$ cat src/rtl/rv_mc_if.sv
// rv_mc_if: fetch/data handshakes plus the control bundle between rv_mc_ctrl and the datapath.
// The master side is the sequencer; the slave side is memory and datapath.
interface rv_mc_if #(
   parameter int XLEN  = 32,
   parameter int CNT_W = 16
);
   logic             imem_req;
   logic [XLEN-1:0]  imem_addr;
   logic             imem_ack;
   logic [31:0]      imem_rdata;
   logic             dmem_ack;
   logic             zero;
   logic [XLEN-1:0]  imm;
   logic [31:0]      ins;
   logic [XLEN-1:0]  pc;
   logic [XLEN-1:0]  pc_plus4;
   logic             RegWrite;
   logic             ALUSrc;
   logic [2:0]       op;
   logic             MemRead;
   logic             MemWrite;
   logic             Mem2Reg;
   logic             link_sel;
   logic             halted;
   logic             trap;
   logic [CNT_W-1:0] instret;

   modport master (
      output imem_req, imem_addr, ins, pc, pc_plus4, RegWrite, ALUSrc, op,
             MemRead, MemWrite, Mem2Reg, link_sel, halted, trap, instret,
      input  imem_ack, imem_rdata, dmem_ack, zero, imm
   );

   modport slave (
      input  imem_req, imem_addr, ins, pc, pc_plus4, RegWrite, ALUSrc, op,
             MemRead, MemWrite, Mem2Reg, link_sel, halted, trap, instret,
      output imem_ack, imem_rdata, dmem_ack, zero, imm
   );
endinterface

$ cat src/rtl/rv_mc_ctrl.sv
// rv_mc_ctrl: multi-cycle FETCH/DECODE/EXEC/MEM/WB sequencer owning PC, IR and instret.
// Every control output is a decode of registered state, so strobes drop as soon as reset lands.
module rv_mc_ctrl #(
   parameter int              XLEN     = 32,
   parameter logic [XLEN-1:0] RESET_PC = 'h28,
   parameter int              CNT_W    = 16
) (
   input  logic    clk,
   input  logic    reset,
   rv_mc_if.master bus
);
   localparam logic [2:0] S_FETCH  = 3'd0;
   localparam logic [2:0] S_DECODE = 3'd1;
   localparam logic [2:0] S_EXEC   = 3'd2;
   localparam logic [2:0] S_MEM    = 3'd3;
   localparam logic [2:0] S_WB     = 3'd4;
   localparam logic [2:0] S_HALT   = 3'd5;

   logic [2:0]       state_reg;
   logic [XLEN-1:0]  pc_reg;
   logic [31:0]      ins_reg;
   logic [CNT_W-1:0] instret_reg;
   logic             trap_reg;

   logic [6:0]      opcode;
   logic [2:0]      funct3;
   logic            is_r, is_addi, is_lw, is_sw, is_br, is_jal, legal;
   logic            taken, retiring;
   logic [XLEN-1:0] pc_seq, pc_tgt, retire_pc;

   assign opcode  = ins_reg[6:0];
   assign funct3  = ins_reg[14:12];
   assign is_r    = (opcode == 7'h33);
   assign is_addi = (opcode == 7'h13);
   assign is_lw   = (opcode == 7'h03);
   assign is_sw   = (opcode == 7'h23);
   assign is_br   = (opcode == 7'h63) && (funct3[2:1] == 2'b00);
   assign is_jal  = (opcode == 7'h6F);
   assign legal   = is_r | is_addi | is_lw | is_sw | is_br | is_jal;

   // funct3[0] distinguishes bne from beq
   assign taken  = funct3[0] ? ~bus.zero : bus.zero;
   assign pc_seq = pc_reg + XLEN'(4);
   assign pc_tgt = pc_reg + (bus.imm << 1);

   assign retiring = ((state_reg == S_EXEC) && is_br) ||
                     ((state_reg == S_MEM) && is_sw && bus.dmem_ack) ||
                     (state_reg == S_WB);
   assign retire_pc = (((state_reg == S_EXEC) && is_br && taken) ||
                       ((state_reg == S_WB) && is_jal)) ? pc_tgt : pc_seq;

   always_ff @(posedge clk or posedge reset) begin
      if (reset) begin
         state_reg   <= S_FETCH;
         pc_reg      <= RESET_PC;
         ins_reg     <= '0;
         instret_reg <= '0;
         trap_reg    <= 1'b0;
      end else begin
         case (state_reg)
            S_FETCH: begin
               if (bus.imem_ack) begin
                  ins_reg   <= bus.imem_rdata;
                  state_reg <= S_DECODE;
               end
            end
            S_DECODE: begin
               if (legal) begin
                  state_reg <= S_EXEC;
               end else begin
                  state_reg <= S_HALT;
                  trap_reg  <= 1'b1;
               end
            end
            S_EXEC: begin
               if (is_lw || is_sw) state_reg <= S_MEM;
               else if (!is_br)    state_reg <= S_WB;
            end
            S_MEM: begin
               if (bus.dmem_ack && is_lw) state_reg <= S_WB;
            end
            S_WB, S_HALT: ;
            default: state_reg <= S_HALT;
         endcase

         // A misaligned next pc halts without committing pc or instret
         if (retiring) begin
            if (retire_pc[1:0] != 2'b00) begin
               state_reg <= S_HALT;
               trap_reg  <= 1'b1;
            end else begin
               pc_reg      <= retire_pc;
               instret_reg <= instret_reg + 1'b1;
               state_reg   <= S_FETCH;
            end
         end
      end
   end

   assign bus.imem_req  = (state_reg == S_FETCH);
   assign bus.imem_addr = pc_reg;
   assign bus.ins       = ins_reg;
   assign bus.pc        = pc_reg;
   assign bus.pc_plus4  = pc_seq;
   assign bus.RegWrite  = (state_reg == S_WB);
   assign bus.ALUSrc    = is_addi | is_lw | is_sw;
   assign bus.op        = is_br ? 3'b110 : 3'b010;
   assign bus.MemRead   = (state_reg == S_MEM) && is_lw;
   assign bus.MemWrite  = (state_reg == S_MEM) && is_sw;
   assign bus.Mem2Reg   = is_lw && (state_reg != S_HALT);
   assign bus.link_sel  = is_jal && (state_reg != S_HALT);
   assign bus.halted    = (state_reg == S_HALT);
   assign bus.trap      = trap_reg;
   assign bus.instret   = instret_reg;
endmodule

$ cat src/flat_wrapper.sv
// flat-port wrapper written by rule: the top's interface ports become plain ports
module rv_mc_ctrl_flat 
#(
   parameter int              XLEN     = 32,
   parameter logic [XLEN-1:0] RESET_PC = 'h28,
   parameter int              CNT_W    = 16
)
  (clk, reset, bus_imem_req, bus_imem_addr, bus_ins, bus_pc, bus_pc_plus4, bus_RegWrite, bus_ALUSrc, bus_op, bus_MemRead, bus_MemWrite, bus_Mem2Reg, bus_link_sel, bus_halted, bus_trap, bus_instret, bus_imem_ack, bus_imem_rdata, bus_dmem_ack, bus_zero, bus_imm);
  rv_mc_if #(.XLEN(XLEN), .CNT_W(CNT_W)) bus_i ();
  input  logic clk;
  input  logic reset;
  output wire logic [$bits(bus_i.imem_req)-1:0] bus_imem_req;
  output wire logic [$bits(bus_i.imem_addr)-1:0] bus_imem_addr;
  output wire logic [$bits(bus_i.ins)-1:0] bus_ins;
  output wire logic [$bits(bus_i.pc)-1:0] bus_pc;
  output wire logic [$bits(bus_i.pc_plus4)-1:0] bus_pc_plus4;
  output wire logic [$bits(bus_i.RegWrite)-1:0] bus_RegWrite;
  output wire logic [$bits(bus_i.ALUSrc)-1:0] bus_ALUSrc;
  output wire logic [$bits(bus_i.op)-1:0] bus_op;
  output wire logic [$bits(bus_i.MemRead)-1:0] bus_MemRead;
  output wire logic [$bits(bus_i.MemWrite)-1:0] bus_MemWrite;
  output wire logic [$bits(bus_i.Mem2Reg)-1:0] bus_Mem2Reg;
  output wire logic [$bits(bus_i.link_sel)-1:0] bus_link_sel;
  output wire logic [$bits(bus_i.halted)-1:0] bus_halted;
  output wire logic [$bits(bus_i.trap)-1:0] bus_trap;
  output wire logic [$bits(bus_i.instret)-1:0] bus_instret;
  input wire logic [$bits(bus_i.imem_ack)-1:0] bus_imem_ack;
  input wire logic [$bits(bus_i.imem_rdata)-1:0] bus_imem_rdata;
  input wire logic [$bits(bus_i.dmem_ack)-1:0] bus_dmem_ack;
  input wire logic [$bits(bus_i.zero)-1:0] bus_zero;
  input wire logic [$bits(bus_i.imm)-1:0] bus_imm;
  assign bus_imem_req = bus_i.imem_req;
  assign bus_imem_addr = bus_i.imem_addr;
  assign bus_ins = bus_i.ins;
  assign bus_pc = bus_i.pc;
  assign bus_pc_plus4 = bus_i.pc_plus4;
  assign bus_RegWrite = bus_i.RegWrite;
  assign bus_ALUSrc = bus_i.ALUSrc;
  assign bus_op = bus_i.op;
  assign bus_MemRead = bus_i.MemRead;
  assign bus_MemWrite = bus_i.MemWrite;
  assign bus_Mem2Reg = bus_i.Mem2Reg;
  assign bus_link_sel = bus_i.link_sel;
  assign bus_halted = bus_i.halted;
  assign bus_trap = bus_i.trap;
  assign bus_instret = bus_i.instret;
  assign bus_i.imem_ack = bus_imem_ack;
  assign bus_i.imem_rdata = bus_imem_rdata;
  assign bus_i.dmem_ack = bus_dmem_ack;
  assign bus_i.zero = bus_zero;
  assign bus_i.imm = bus_imm;
  rv_mc_ctrl #(.XLEN(XLEN), .RESET_PC(RESET_PC), .CNT_W(CNT_W)) u_core (.clk(clk), .reset(reset), .bus(bus_i));
endmodule
$ cat config.mk
export PLATFORM = sky130hd
export DESIGN_NAME = rv_mc_ctrl_flat
export DESIGN_NICKNAME = d
export VERILOG_FILES = /design/src/rtl/rv_mc_if.sv /design/src/rtl/rv_mc_ctrl.sv /design/src/flat_wrapper.sv
export SDC_FILE = /design/constraint.sdc
export NUM_CORES = 1
export LEC_CHECK = 0
export ABC_AREA = 1
export ABC_CLOCK_PERIOD_IN_PS = 2800
export BUFFER_PORTS_ARGS = -buffer_cell sky130_fd_sc_hd__buf_2
export CORE_UTILIZATION = 50
export DETAILED_ROUTE_END_ITERATION = 7
export PLACE_DENSITY = 0.82
export SETUP_SLACK_MARGIN = 0.4
export SLEW_MARGIN = 25
export SYNTH_ARGS = -nofsm -noshare
export SYNTH_HDL_FRONTEND = slang
export SYNTH_SLANG_ARGS = --single-unit
$ cat constraint.sdc
create_clock -name clk -period 2.8 [get_ports clk]
set_input_delay 0.42 -clock clk [delete_from_list [all_inputs] [get_ports clk]]
set_output_delay 0.42 -clock clk [all_outputs]
set_load 0.01 [all_outputs]
==> run_results.csv <==
group,metric,value,unit
placement,place_congestion,0.991,
clocking,cts_buffers,9,
critical_path,reg2reg_from,"u_core.bus.imem_addr[3]",
timing,max_freq,399,MHz
critical_path,crit_path_start,"u_core.bus.imem_addr[3]",
timing,max_slew_margin,54.4,%
layout,diodes,0,
logic_synthesis,syn_inst,1145,
timing,finalCritPeriodShare,89.5,%
clocking,cts_buffer_depth,2,
critical_path,crit_fanout,3,
floorplan,pin_count,225,
logic_synthesis,netlist_area,7340,um^2
grt,grt_pass1_vias,7387,
critical_path,criticalPathCategory,"register to output port",
critical_path,cp.arrival,2090,ps
clocking,clock-sinks,83,
route,drt-total-wl,24300,um
layout,largest_register_ffs,32,
critical_path,r2r_cells,12,
status,status,"complete, no violations",
timing,setup_viol,0,
route,num_vias,8195,
route,drc,0,
logic_synthesis,yosys_warnings,0,
logic_synthesis,synth_edf_count,0,
grt,antenna_found_initial,0,
floorplan,die_area,15200,um^2
logic_synthesis,ys_ff_latch,83,
grt,grt_pass1_wl,36100,um
timing,slew_violations,0,
layout,fillers,1279,
floorplan,core-area,14100,um^2
timing,fin_tns_setup,0,ps
logic_synthesis,synthTopCellsByCount,"nand2_1 (407), inv_1 (168), nor2_1 (111)",
floorplan,rows,43,
logic_synthesis,synth_top_area_cell,"dfrtp_1",
clocking,clkTransAtPathRegs,70,ps
critical_path,crit_path_end,"bus_pc_plus4[12]",
critical_path,slowest_delay,590,ps
route,drt_iter0_markers,732,
placement,place_hpwl,18100,um
route,drt-vias-per-instance,5.29,
timing,finClkSkew,7.32,ps
placement,port_buffers,218,
critical_path,r2r_end,"u_core.bus.imem_addr[10]",
layout,final_layout_size_suffix_gt1_share,28.5,%
floorplan,fp.dieW,123,um
critical_path,crit_path_end_kind,"output port",
critical_path,cp_data_required_time,2380,ps
placement,placed_area,8360,um^2
logic_synthesis,avgSynthCellArea,6.41,um^2
critical_path,r2r_slack,480,ps
timing,fin_crit,2510,ps
route,wl_per_cell,15.7,um
route,drt-pass1-iter-count,5,
floorplan,start_util,52.1,%
floorplan,fp.dieH,123,um
power_and_ir_drop,power.density,365,nW/um^2
grt,grt_overflow,0,
flow_run,cap_violations,0,
worst_hold_path,min_path_type,"input pin to async pin",
critical_path,crit_path_cell_trace,"ha_4 -> nand3_4 -> nor2_4 -> nand2_4 -> nor2_1 -> xor2_1 -> buf_2",
critical_path,crit_path_start_kind,"register",
clocking,ctsHoldBuffers,0,
layout,post-route-util,65.6,%
logic_synthesis,yosysMostFrequentCell,"nand2_1",
logic_synthesis,synthTopCellsByArea,"dfrtp_1 (28%), nand2_1 (21%), inv_1 (8.6%), nor2_1 (5.7%), ha_1 (5.5%)",
placement,dp_slack,426,ps
logic_synthesis,synth_top_area_share,27.6,%
timing,hold_violations,0,
timing,worst_slew_pin_slew,678,ps
clocking,cts_tree,"yes",
layout,finalInstanceArea,9250,um^2
critical_path,cp_slowest_cell,"dfstp_2",
layout,seq_area,2100,um^2
logic_synthesis,synthFlopType,"dfrtp_1",
logic_synthesis,synth.yosys.seq_area_share,28.3,%
logic_synthesis,ys_types,40,
layout,fin_nets,1465,
clocking,cts_root_buf,"clkbuf_16",
layout,multi_input_area,4500,um^2
grt,grt_max_degree,52,
timing,worst_slack,293,ps
route,antenna_left,0,
power_and_ir_drop,leakagePower,0.00536,uW
clocking,h-tree-depth,3,
timing,rsz0062_at_grt,"true",
grt,grt.total_usage,31.3,%
layout,area_growth,25.9,%
power_and_ir_drop,peakVddDrop,0.345,mV
clocking,clk_latency,350,ps
logic_synthesis,async_flop_share,100,%
## worst max-delay path, delay by kind of cell (launching register included)
kind          cells  cell delay (ps)
simple gates      4              470
xor+xnor          1              310
fa+ha+maj         1              160
flops             1              590
buf+inv           1              200
## through the flow
step | instances | total power [uW] | hold slack, ps
final | 1548 | 3370 | 209
after global routing | 1548 | 3530 | 231
after CTS | 1536 | 3340 | 208
after detailed placement | 1501 | 2080 | 459
after global placement | 1501 | 2070 | 481
after floorplan | 1148 | 1830 | 505
## kinds of logic (layout without fill, tap and decap cells)
family | count (synthesis) | in the layout | synth area share (%)
adder cells (fa/ha/maj) | 33 | 33 | 5.72
buffers and inverters | 231 | 450 | 14.3
XOR/XNOR | 37 | 37 | 4.41
AO/OA/AOI/OAI | 82 | 82 | 6.15
AND/OR/NAND/NOR | 651 | 652 | 37.0
other | 2 | 5 | 0.102
flip-flops | 83 | 83 | 28.3
multiplexers | 26 | 26 | 3.99
## how the worst min path moves through the flow
stage | from | to | slack (ps) | cells past startpoint
after floorplan | u_core.bus.imem_addr[3] | u_core.bus.imem_addr[3] | 500 | 2
after global placement | u_core.bus.trap | u_core.bus.trap | 480 | 1
after detailed placement | u_core.bus.trap | u_core.bus.trap | 460 | 1
after CTS | reset | u_core.state_reg[2] | 210 | 3
after global routing | reset | u_core.state_reg[1] | 230 | 3
final | reset | u_core.state_reg[1] | 210 | 3
## cells in the final DEF (no fill, tap or decap), types with 12 or more instances in the layout
cell	synthesis	routed
a21oi_1	36	35
buf_2	9	216
buf_4	42	35
dfrtp_1	81	66
dfrtp_2	0	15
ha_1	32	30
inv_1	168	164
mux2_2	26	26
nand2_1	407	395
nand2_2	3	13
nand3_1	76	73
nand4_1	12	12
nor2_1	111	99
nor3_1	17	16
o21ai_0	17	16
o21ai_1	12	13
xor2_1	30	24
## power by group
group | internal [uW] | total, uW | switching [uW]
Combinational | 318 | 843 | 525
Clock | 637 | 1230 | 597
Sequential | 1230 | 1300 | 64.7
## repair_timing
item | CTS | global route
buffers inserted | 19 | 11
gates resized for setup | 30 | 54
pin swaps | 7 | 12
cloned | 0 | 1
setup endpoints to repair | 19 | 69
## per-layer routing
layer	share of wire, %	wire, um	GRT usage [%]
met1	39	9510	37.9
met2	47	11400	51.3
met3	9.4	2290	8.44
met4	4.5	1090	15.3
met5	0	0	0
## final cells by class
class,instances,area share [%]
repair buffers,259,15.7
well taps,180,2.44
inverters,175,7.31
clock buffers,9,2.44
flip-flops and latches,83,22.7
multi-input cells,835,48.6
clock inverters,7,0.825
Power figures use the tool's default switching activity.
